`config.mk`:
```
export PLATFORM = sky130hd
export DESIGN_NAME = pixel_mixer
export DESIGN_NICKNAME = d
export VERILOG_FILES = /design/src/rtl/pixmix_pkg.sv /design/src/rtl/pixmix_select.sv /design/src/rtl/pixel_mixer.sv
export SDC_FILE = /design/constraint.sdc
export NUM_CORES = 1
export LEC_CHECK = 0
export CORE_MARGIN = 2
export CORE_UTILIZATION = 46
export CTS_BUF_LIST = sky130_fd_sc_hd__clkbuf_8 sky130_fd_sc_hd__clkbuf_16
export CTS_CLUSTER_SIZE = 30
export DETAILED_ROUTE_END_ITERATION = 10
export GPL_ROUTABILITY_DRIVEN = 0
export PLACE_DENSITY = 0.83
export SLEW_MARGIN = 20
export SYNTH_ARGS = -nofsm -noshare
export SYNTH_HDL_FRONTEND = slang
export SYNTH_SLANG_ARGS = --single-unit
```
`constraint.sdc`:
```
create_clock -name clk -period 1.8 [get_ports clk]
set_input_delay 0.36 -clock clk [delete_from_list [all_inputs] [get_ports clk]]
set_output_delay 0.36 -clock clk [all_outputs]
set_load 0.01 [all_outputs]
```
`src/rtl/pixmix_pkg.sv`:
```
// Shared types and constants for the scanline pixel mixer: FSM states,
// default line length and the field layout of a line buffer word.
package pixmix_pkg;

    typedef enum logic [1:0] {
        MIX_IDLE  = 2'd0,
        MIX_PREP  = 2'd1,
        MIX_RUN   = 2'd2,
        MIX_DRAIN = 2'd3
    } mix_state_t;

    localparam int PIXMIX_NUM_PIXELS = 320;
    localparam int PIX_ADDR_W        = 9;

    // Line buffer word: {fg_sel, palette[3:0], color[3:0]}; the low byte
    // shares its layout with the tile engine pixel bytes.
    localparam int LB_WIDTH      = 9;
    localparam int LB_FG_SEL_POS = 8;
    localparam int LB_PAL_POS    = 4;
    localparam int LB_PAL_W      = 4;
    localparam int LB_COLOR_POS  = 0;
    localparam int LB_COLOR_W    = 4;

    function automatic logic is_opaque(input logic [7:0] px);
        return px[LB_COLOR_POS +: LB_COLOR_W] != '0;
    endfunction

endpackage

```
`src/rtl/pixmix_select.sv`:
```
// Priority select of one output pixel: opaque FG, else opaque BG, else backdrop.
// PIXMIX_BACKDROP_EN adds the backdrop input; otherwise transparent pixels give zero.
module pixmix_select
    import pixmix_pkg::*;
(
    input  logic [7:0]          bg_pixel_data,
    input  logic [7:0]          fg_pixel_data,
`ifdef PIXMIX_BACKDROP_EN
    input  logic [7:0]          backdrop,
`endif
    output logic [LB_WIDTH-1:0] mix_word
);

    always_comb begin
        mix_word = '0;
        if (is_opaque(fg_pixel_data)) begin
            mix_word[LB_FG_SEL_POS]              = 1'b1;
            mix_word[LB_PAL_POS +: LB_PAL_W]     = fg_pixel_data[LB_PAL_POS +: LB_PAL_W];
            mix_word[LB_COLOR_POS +: LB_COLOR_W] = fg_pixel_data[LB_COLOR_POS +: LB_COLOR_W];
        end
        else if (is_opaque(bg_pixel_data)) begin
            mix_word[LB_PAL_POS +: LB_PAL_W]     = bg_pixel_data[LB_PAL_POS +: LB_PAL_W];
            mix_word[LB_COLOR_POS +: LB_COLOR_W] = bg_pixel_data[LB_COLOR_POS +: LB_COLOR_W];
        end
`ifdef PIXMIX_BACKDROP_EN
        else begin
            mix_word[LB_PAL_POS +: LB_PAL_W]     = backdrop[LB_PAL_POS +: LB_PAL_W];
            mix_word[LB_COLOR_POS +: LB_COLOR_W] = backdrop[LB_COLOR_POS +: LB_COLOR_W];
        end
`endif
    end

endmodule

```
`src/rtl/pixel_mixer.sv`:
```
// Scanline composer: preps both tile engines, walks the pixel addresses and
// writes mixed pixels to the line buffer. PIXMIX_BACKDROP_EN enables the backdrop input.
module pixel_mixer
    import pixmix_pkg::*;
#(
    parameter int NUM_PIXELS = PIXMIX_NUM_PIXELS
) (
    input  logic                  clk,
    input  logic                  rst_n,
    input  logic                  start,
    output logic                  done,
    output logic                  bg_prep,
    output logic                  fg_prep,
    input  logic                  bg_done,
    input  logic                  fg_done,
    output logic [PIX_ADDR_W-1:0] pixel_addr,
    input  logic [7:0]            bg_pixel_data,
    input  logic [7:0]            fg_pixel_data,
`ifdef PIXMIX_BACKDROP_EN
    input  logic [7:0]            backdrop,
`endif
    output logic [PIX_ADDR_W-1:0] linebuf_addr,
    output logic [LB_WIDTH-1:0]   linebuf_wrdata,
    output logic                  linebuf_wren
);

    localparam logic [PIX_ADDR_W-1:0] LAST_ADDR = PIX_ADDR_W'(NUM_PIXELS - 1);

    mix_state_t state, state_next;
    logic start_accept, go_run, finish_line;
    logic bg_flag, fg_flag;
    logic issue_valid;
    logic [PIX_ADDR_W-1:0] issue_addr;
    logic [LB_WIDTH-1:0] mix_word;

`ifdef PIXMIX_BACKDROP_EN
    // Backdrop is captured at start so a mid-line change only affects the next line.
    logic [7:0] backdrop_q;

    always_ff @(posedge clk or negedge rst_n) begin
        if (!rst_n)
            backdrop_q <= '0;
        else if (start_accept)
            backdrop_q <= backdrop;
    end
`endif

    pixmix_select u_select (
        .bg_pixel_data (bg_pixel_data),
        .fg_pixel_data (fg_pixel_data),
`ifdef PIXMIX_BACKDROP_EN
        .backdrop      (backdrop_q),
`endif
        .mix_word      (mix_word)
    );

    // A done arriving in the cycle it is seen counts, so RUN follows the later done directly.
    always_comb begin
        state_next   = state;
        start_accept = 1'b0;
        go_run       = 1'b0;
        finish_line  = 1'b0;
        case (state)
            MIX_IDLE: begin
                if (start && !done) begin
                    start_accept = 1'b1;
                    state_next   = MIX_PREP;
                end
            end
            MIX_PREP: begin
                if ((bg_flag || bg_done) && (fg_flag || fg_done)) begin
                    go_run     = 1'b1;
                    state_next = MIX_RUN;
                end
            end
            MIX_RUN: begin
                if (pixel_addr == LAST_ADDR)
                    state_next = MIX_DRAIN;
            end
            MIX_DRAIN: begin
                if (linebuf_wren && (linebuf_addr == LAST_ADDR)) begin
                    finish_line = 1'b1;
                    state_next  = MIX_IDLE;
                end
            end
            default: state_next = MIX_IDLE;
        endcase
    end

    always_ff @(posedge clk or negedge rst_n) begin
        if (!rst_n) begin
            state          <= MIX_IDLE;
            bg_prep        <= 1'b0;
            fg_prep        <= 1'b0;
            done           <= 1'b0;
            bg_flag        <= 1'b0;
            fg_flag        <= 1'b0;
            pixel_addr     <= '0;
            issue_valid    <= 1'b0;
            issue_addr     <= '0;
            linebuf_wren   <= 1'b0;
            linebuf_addr   <= '0;
            linebuf_wrdata <= '0;
        end
        else begin
            state   <= state_next;
            bg_prep <= start_accept;
            fg_prep <= start_accept;
            done    <= finish_line;
            bg_flag <= (state == MIX_PREP) && !go_run && (bg_flag || bg_done);
            fg_flag <= (state == MIX_PREP) && !go_run && (fg_flag || fg_done);

            if ((state == MIX_RUN) && (pixel_addr != LAST_ADDR))
                pixel_addr <= pixel_addr + 1'b1;
            else
                pixel_addr <= '0;

            // Two-stage write pipe: address out, engine data back, registered write.
            issue_valid    <= (state == MIX_RUN);
            issue_addr     <= pixel_addr;
            linebuf_wren   <= issue_valid;
            linebuf_addr   <= issue_valid ? issue_addr : '0;
            linebuf_wrdata <= issue_valid ? mix_word : '0;
        end
    end

endmodule

```
# After elaboration in Yosys (flattened, before gate mapping)
# Index checks and enable logic that the tools add are counted.
word_totals:
  word_cells: 54
  out_inout_bits: 31
  input_bits: 21
  ff_bits: 44
classes:
  eq_ne: 10
  add_sub_neg: 1
  n_mux: 17
  reduce_logical: 15
ops:
  columns: ["operator", "count"]
  rows:
  - ["9-bit 2-to-1 mux", 3]
  - ["9-bit equality test, second input constant", 2]
  - ["8-bit 2-to-1 mux", 2]
  - ["9-bit by 1-bit adder with 9-bit output, second input constant", 1]
  - ["9-bit inequality test, second input constant", 1]
  - ["2-bit 2-to-1 mux", 4]
  - ["2-bit inequality test, second input constant", 4]
  - ["2-bit one-hot mux with 4 select lines", 1]
  - ["4-bit nonzero test", 2]
  - ["1-bit logical AND", 7]
  - ["1-bit 2-to-1 mux", 7]
  - ["2-bit equality test, second input constant", 2]
  - ["4-bit AND reduction", 1]
  - ["2-bit by 1-bit equality test with 1-bit output, second input constant", 1]
  - ["1-bit logical NOT", 2]
  - ["2-bit logical NOT", 1]
  - ["1-bit logical OR", 2]

# Depth between registers and ports, before layout
logic_depth:
  word_depth: 7
  depth_mapped: 7
  mapped_depth_nobuf: 6

# Modules after synthesis
# From an unflattened synthesis, not the netlist that was laid out.
hier_totals:
  hier_cells: 143
  area_unflattened_um2: 1805.5
modules_own_cells:
  columns: ["mod", "instances", "area_per_inst_um2", "cells_per_inst", "seq_area_each_um2"]
  rows:
  - ["pixel_mixer", 1, 1655.3, 125, 1101.1]
  - ["pixmix_select", 1, 150.1, 18, 0.0]

# Worst setup path after synthesis
# Ideal clock, no wire load.
synth_timing:
  kind: "flip-flop to flip-flop"
  startpoint: "register pixel_addr[2]"
  endpoint: "register state[1]"
  t_arrival_ps: 1444
  setup_ps: 125
  required_time_ps: 1675
  path_buffers: 1
  period_less_slack_ps: 1569
  path_stages_with_launch: 6
  setup_slack_ps: 231
  cell_sequence: "dfrtp_1 -> and4_4 -> a41o_1 -> buf_6 -> o2111ai_4 -> mux2_4"
synth_via:
  elab_chain_len: 3
synth_lines:
  columns: ["item", "line_no", "rtl"]
  rows:
  - ["start: declaration", "pixel_mixer.sv:16", "output logic [PIX_ADDR_W-1:0] pixel_addr,"]
  - ["start signal: assignment", "pixel_mixer.sv:114", "pixel_addr <= pixel_addr + 1'b1;"]
  - ["9-bit equality test", "pixel_mixer.sv:77", "if (pixel_addr == LAST_ADDR)"]
  - ["2-bit inequality test (no source line)", null, null]
  - ["4-bit AND reduction (no source line)", null, null]
  - ["end signal: assignment", "pixel_mixer.sv:106", "state <= state_next;"]
  - ["end: declaration", "pixel_mixer.sv:29", "mix_state_t state, state_next;"]
# Every way passes these cells.
# A chain may end at the register's enable or synchronous reset.

# Worst setup path after layout
layout_timing:
  startpoint: "register pixel_addr[7]"
  endpoint: "output port pixel_addr[7]"
# No word-level cell between the ends.

==> run summary <==
Finish-stage setup viols: 0
Clock Latency Late Sink: 0.30 ns
Status: finished clean
Comb power frac: 0.276
DRT Pass-1 Iters: 4
Critical Path End Type: primary output
CP bufs+invs: 1
Area leader, netlist: dfrtp_1
Longest Clk Path Bufs: 2
# H-tree levels: 2
Critical R2R Capture: state[1]
FMAX: 0.585 GHz
CTS clock-pin slew for the worst setup and hold paths: 0.08 ns
Actual slew at the worst max-slew pin: 0.383 ns
Setup Crit Path Kind: reg -> out
CTS tree: yes
Peak VDD IR: 0.663 mV
Hold Vio Cnt, Final: 0
Cell row count: 22
Synth Cell Area: 0.00169 mm^2
Synth warn: 0
Post-route setup TNS: 0 ns
Max-cap violations: 0
Share of cells above drive strength 1: 0.109
Initial Util: 0.469
Reg-to-reg startpoint: state[0]
Vert. Die Dim: 64.6 um
Grt ovf: 0
P_int: 2.06 mW
Die width: 64.6 um
Setup crit start: pixel_addr[7]
Buffers added on ports: 51
Post-CTS Setup Bufs: 0
CTS Buf Count: 5
Rel. slew slack: 0.745
Yosys reg bits: 44
Worst EP required: 1.44 ns
Worst hold path type: reg -> reg
Routed WL: 3260 um
Switch share: 0.269
Vias in the first global route: 1186
Data arrival, critical path: 1.35 ns
Initial DRC count: 56
Remaining DRCs: 0
Wire length per cell: 13.6 um
Reg2Reg Depth: 6
Sequential fraction of the synthesis area: 0.651
CP peak stage delay: 0.58 ns
Io pins: 52
Cells after synthesis: 129
Final HPWL DP: 2510 um
Fillers: 279
Vias per std cell: 4.92
Initial antenna violation count: 0
Die area: 0.00418 mm^2
Vias: 1180
Crit-path cells: clkdlybuf4s50_1
N_diodes: 0
Placed insts: 231
Seq pwr share: 0.440
Commonest non-fill, non-tap cell in the layout: clkdlybuf4s50_1
Worst setup path endpoint: pixel_addr[7]
Top cell type's share of synthesized area: 0.651
# resized after CTS: 0
Fin nets: 218
Synth area leaders: dfrtp_1, ha_1, and2_1
Worst Path Max Fanout: 7
Worst Skew: 0.00873 ns
CP delay by family, top: buffers and inverters
Leak: 1.12 nW
CP max-delay cell: clkdlybuf4s50_1
Sw Pwr: 758 uW
Most frequent cells in the layout: clkdlybuf4s50_1, dfrtp_1, nor2_1
GR Util All Layers: 0.174
Final worst path period need: 1.71 ns
Worst R2R Setup Slack: 0.15 ns
Clk pwr share: 0.284
Cell variety after synth: 33
Synthesized area per cell: 13.1 um^2
First-pass GRT wire length: 5400 um
RSZ-0062 raised after global routing: false
Num Clock Sinks: 44
Period utilization: 0.950
Root Buffer: clkbuf_8
Final std cells w/o fill: 240
Power density over the cells: 1160 mW/mm^2
Slew Viols, Final: 0
Core area: 0.00361 mm^2
Mapped Nets: 156
Pin count of the biggest net entering global routing: 19
Area delta synth->final: 42.8%
Crit start category: flip-flop
Routed Antenna Nets: 0
WP depth: 1
-- worst min-delay path by stage --
stage                            endpoint  slack (ns)          start  cells past startpoint
final                     linebuf_addr[8]        0.45  issue_addr[8]                      1
after global routing      linebuf_addr[8]        0.47  issue_addr[8]                      1
after CTS                 linebuf_addr[8]        0.46  issue_addr[8]                      1
after detailed placement             done        0.30          rst_n                      1
after global placement               done        0.29          rst_n                      1
after floorplan                   bg_flag        0.06          rst_n                      0
-- per-stage QoR --
step	setup WS, ns	utilization	hold slack, ns	cell area [um^2]	total power [mW]
6_report	0.0896	0.670	0.451	2420	2.81
5_1_grt	0.0245	0.670	0.468	2420	2.99
4_1_cts	0.0657	0.670	0.457	2420	2.85
3_5_place_dp	-0.0936	0.632	0.300	2280	2.04
3_3_place_gp	-0.0383	0.632	0.289	2280	2.00
2_1_floorplan	0.231	-	0.0644	1690	1.69
-- layer usage --
metal,track usage,share of wire
met5,0,0
met4,0.0798,0.0070
met3,0.0556,0.079
met2,0.299,0.49
met1,0.197,0.42
-- Yosys cell counts, drive strengths merged --
cell     instances
a41o             1
a21oi            5
and4b            1
and3             2
xnor2            1
nor3             1
o21ai            4
mux2i            1
clkbuf           1
buf              2
xor2             5
a22o             4
and4             1
mux2             1
nor4             2
nand4            2
nor3b            1
and2             9
inv              6
nor2            14
o2111ai          1
nand3            3
ha               6
dfrtp           44
nand4bb          1
nor2b            7
nand2            2
or4              1
-- power by group through the flow --
stage               clock [mW]  sequential, mW  combinational, mW
floorplan                    0            1.28              0.409
global placement             0            1.25              0.758
detailed placement           0            1.26              0.779
CTS                      0.822            1.24              0.786
global route             0.869            1.26              0.857
finish                   0.798            1.24              0.778
-- registers in the layout, indices dropped and copies added (netlist names) --
register / count
issue_addr: 9
linebuf_addr: 9
linebuf_wrdata: 9
pixel_addr: 9
state: 2
bg_flag: 1
done: 1
fg_flag: 1
fg_prep: 1
issue_valid: 1
linebuf_wren: 1
-- cell type report --
type / count / area [um^2] / share of cell area
flip-flops and latches: 44 / 1100 / 0.456
repair buffers: 58 / 561 / 0.232
multi-input cells: 76 / 546 / 0.226
clock buffers: 7 / 96.3 / 0.0399
well taps: 48 / 60.1 / 0.0249
clock inverters: 1 / 30.0 / 0.0124
inverters: 6 / 22.5 / 0.00932
-- cells by family after synthesis --
| logic type | Yosys count | synth area share |
|---|---|---|
| xor+xnor | 6 | 0.0311 |
| compound gates | 15 | 0.0710 |
| simple gates | 47 | 0.161 |
| fa+ha+maj | 6 | 0.0444 |
| flops | 44 | 0.651 |
| buf+inv | 9 | 0.0266 |
| mux | 2 | 0.0148 |
-- what timing repair did --
| action | 4_1_cts | 5_1_grt |
|---|---|---|
| hold buffers | 1 | 0 |
| endpoints found under the hold margin | 16 | 0 |
| setup endpoints to repair | 0 | 0 |
(Power assumes the default switching activity.)
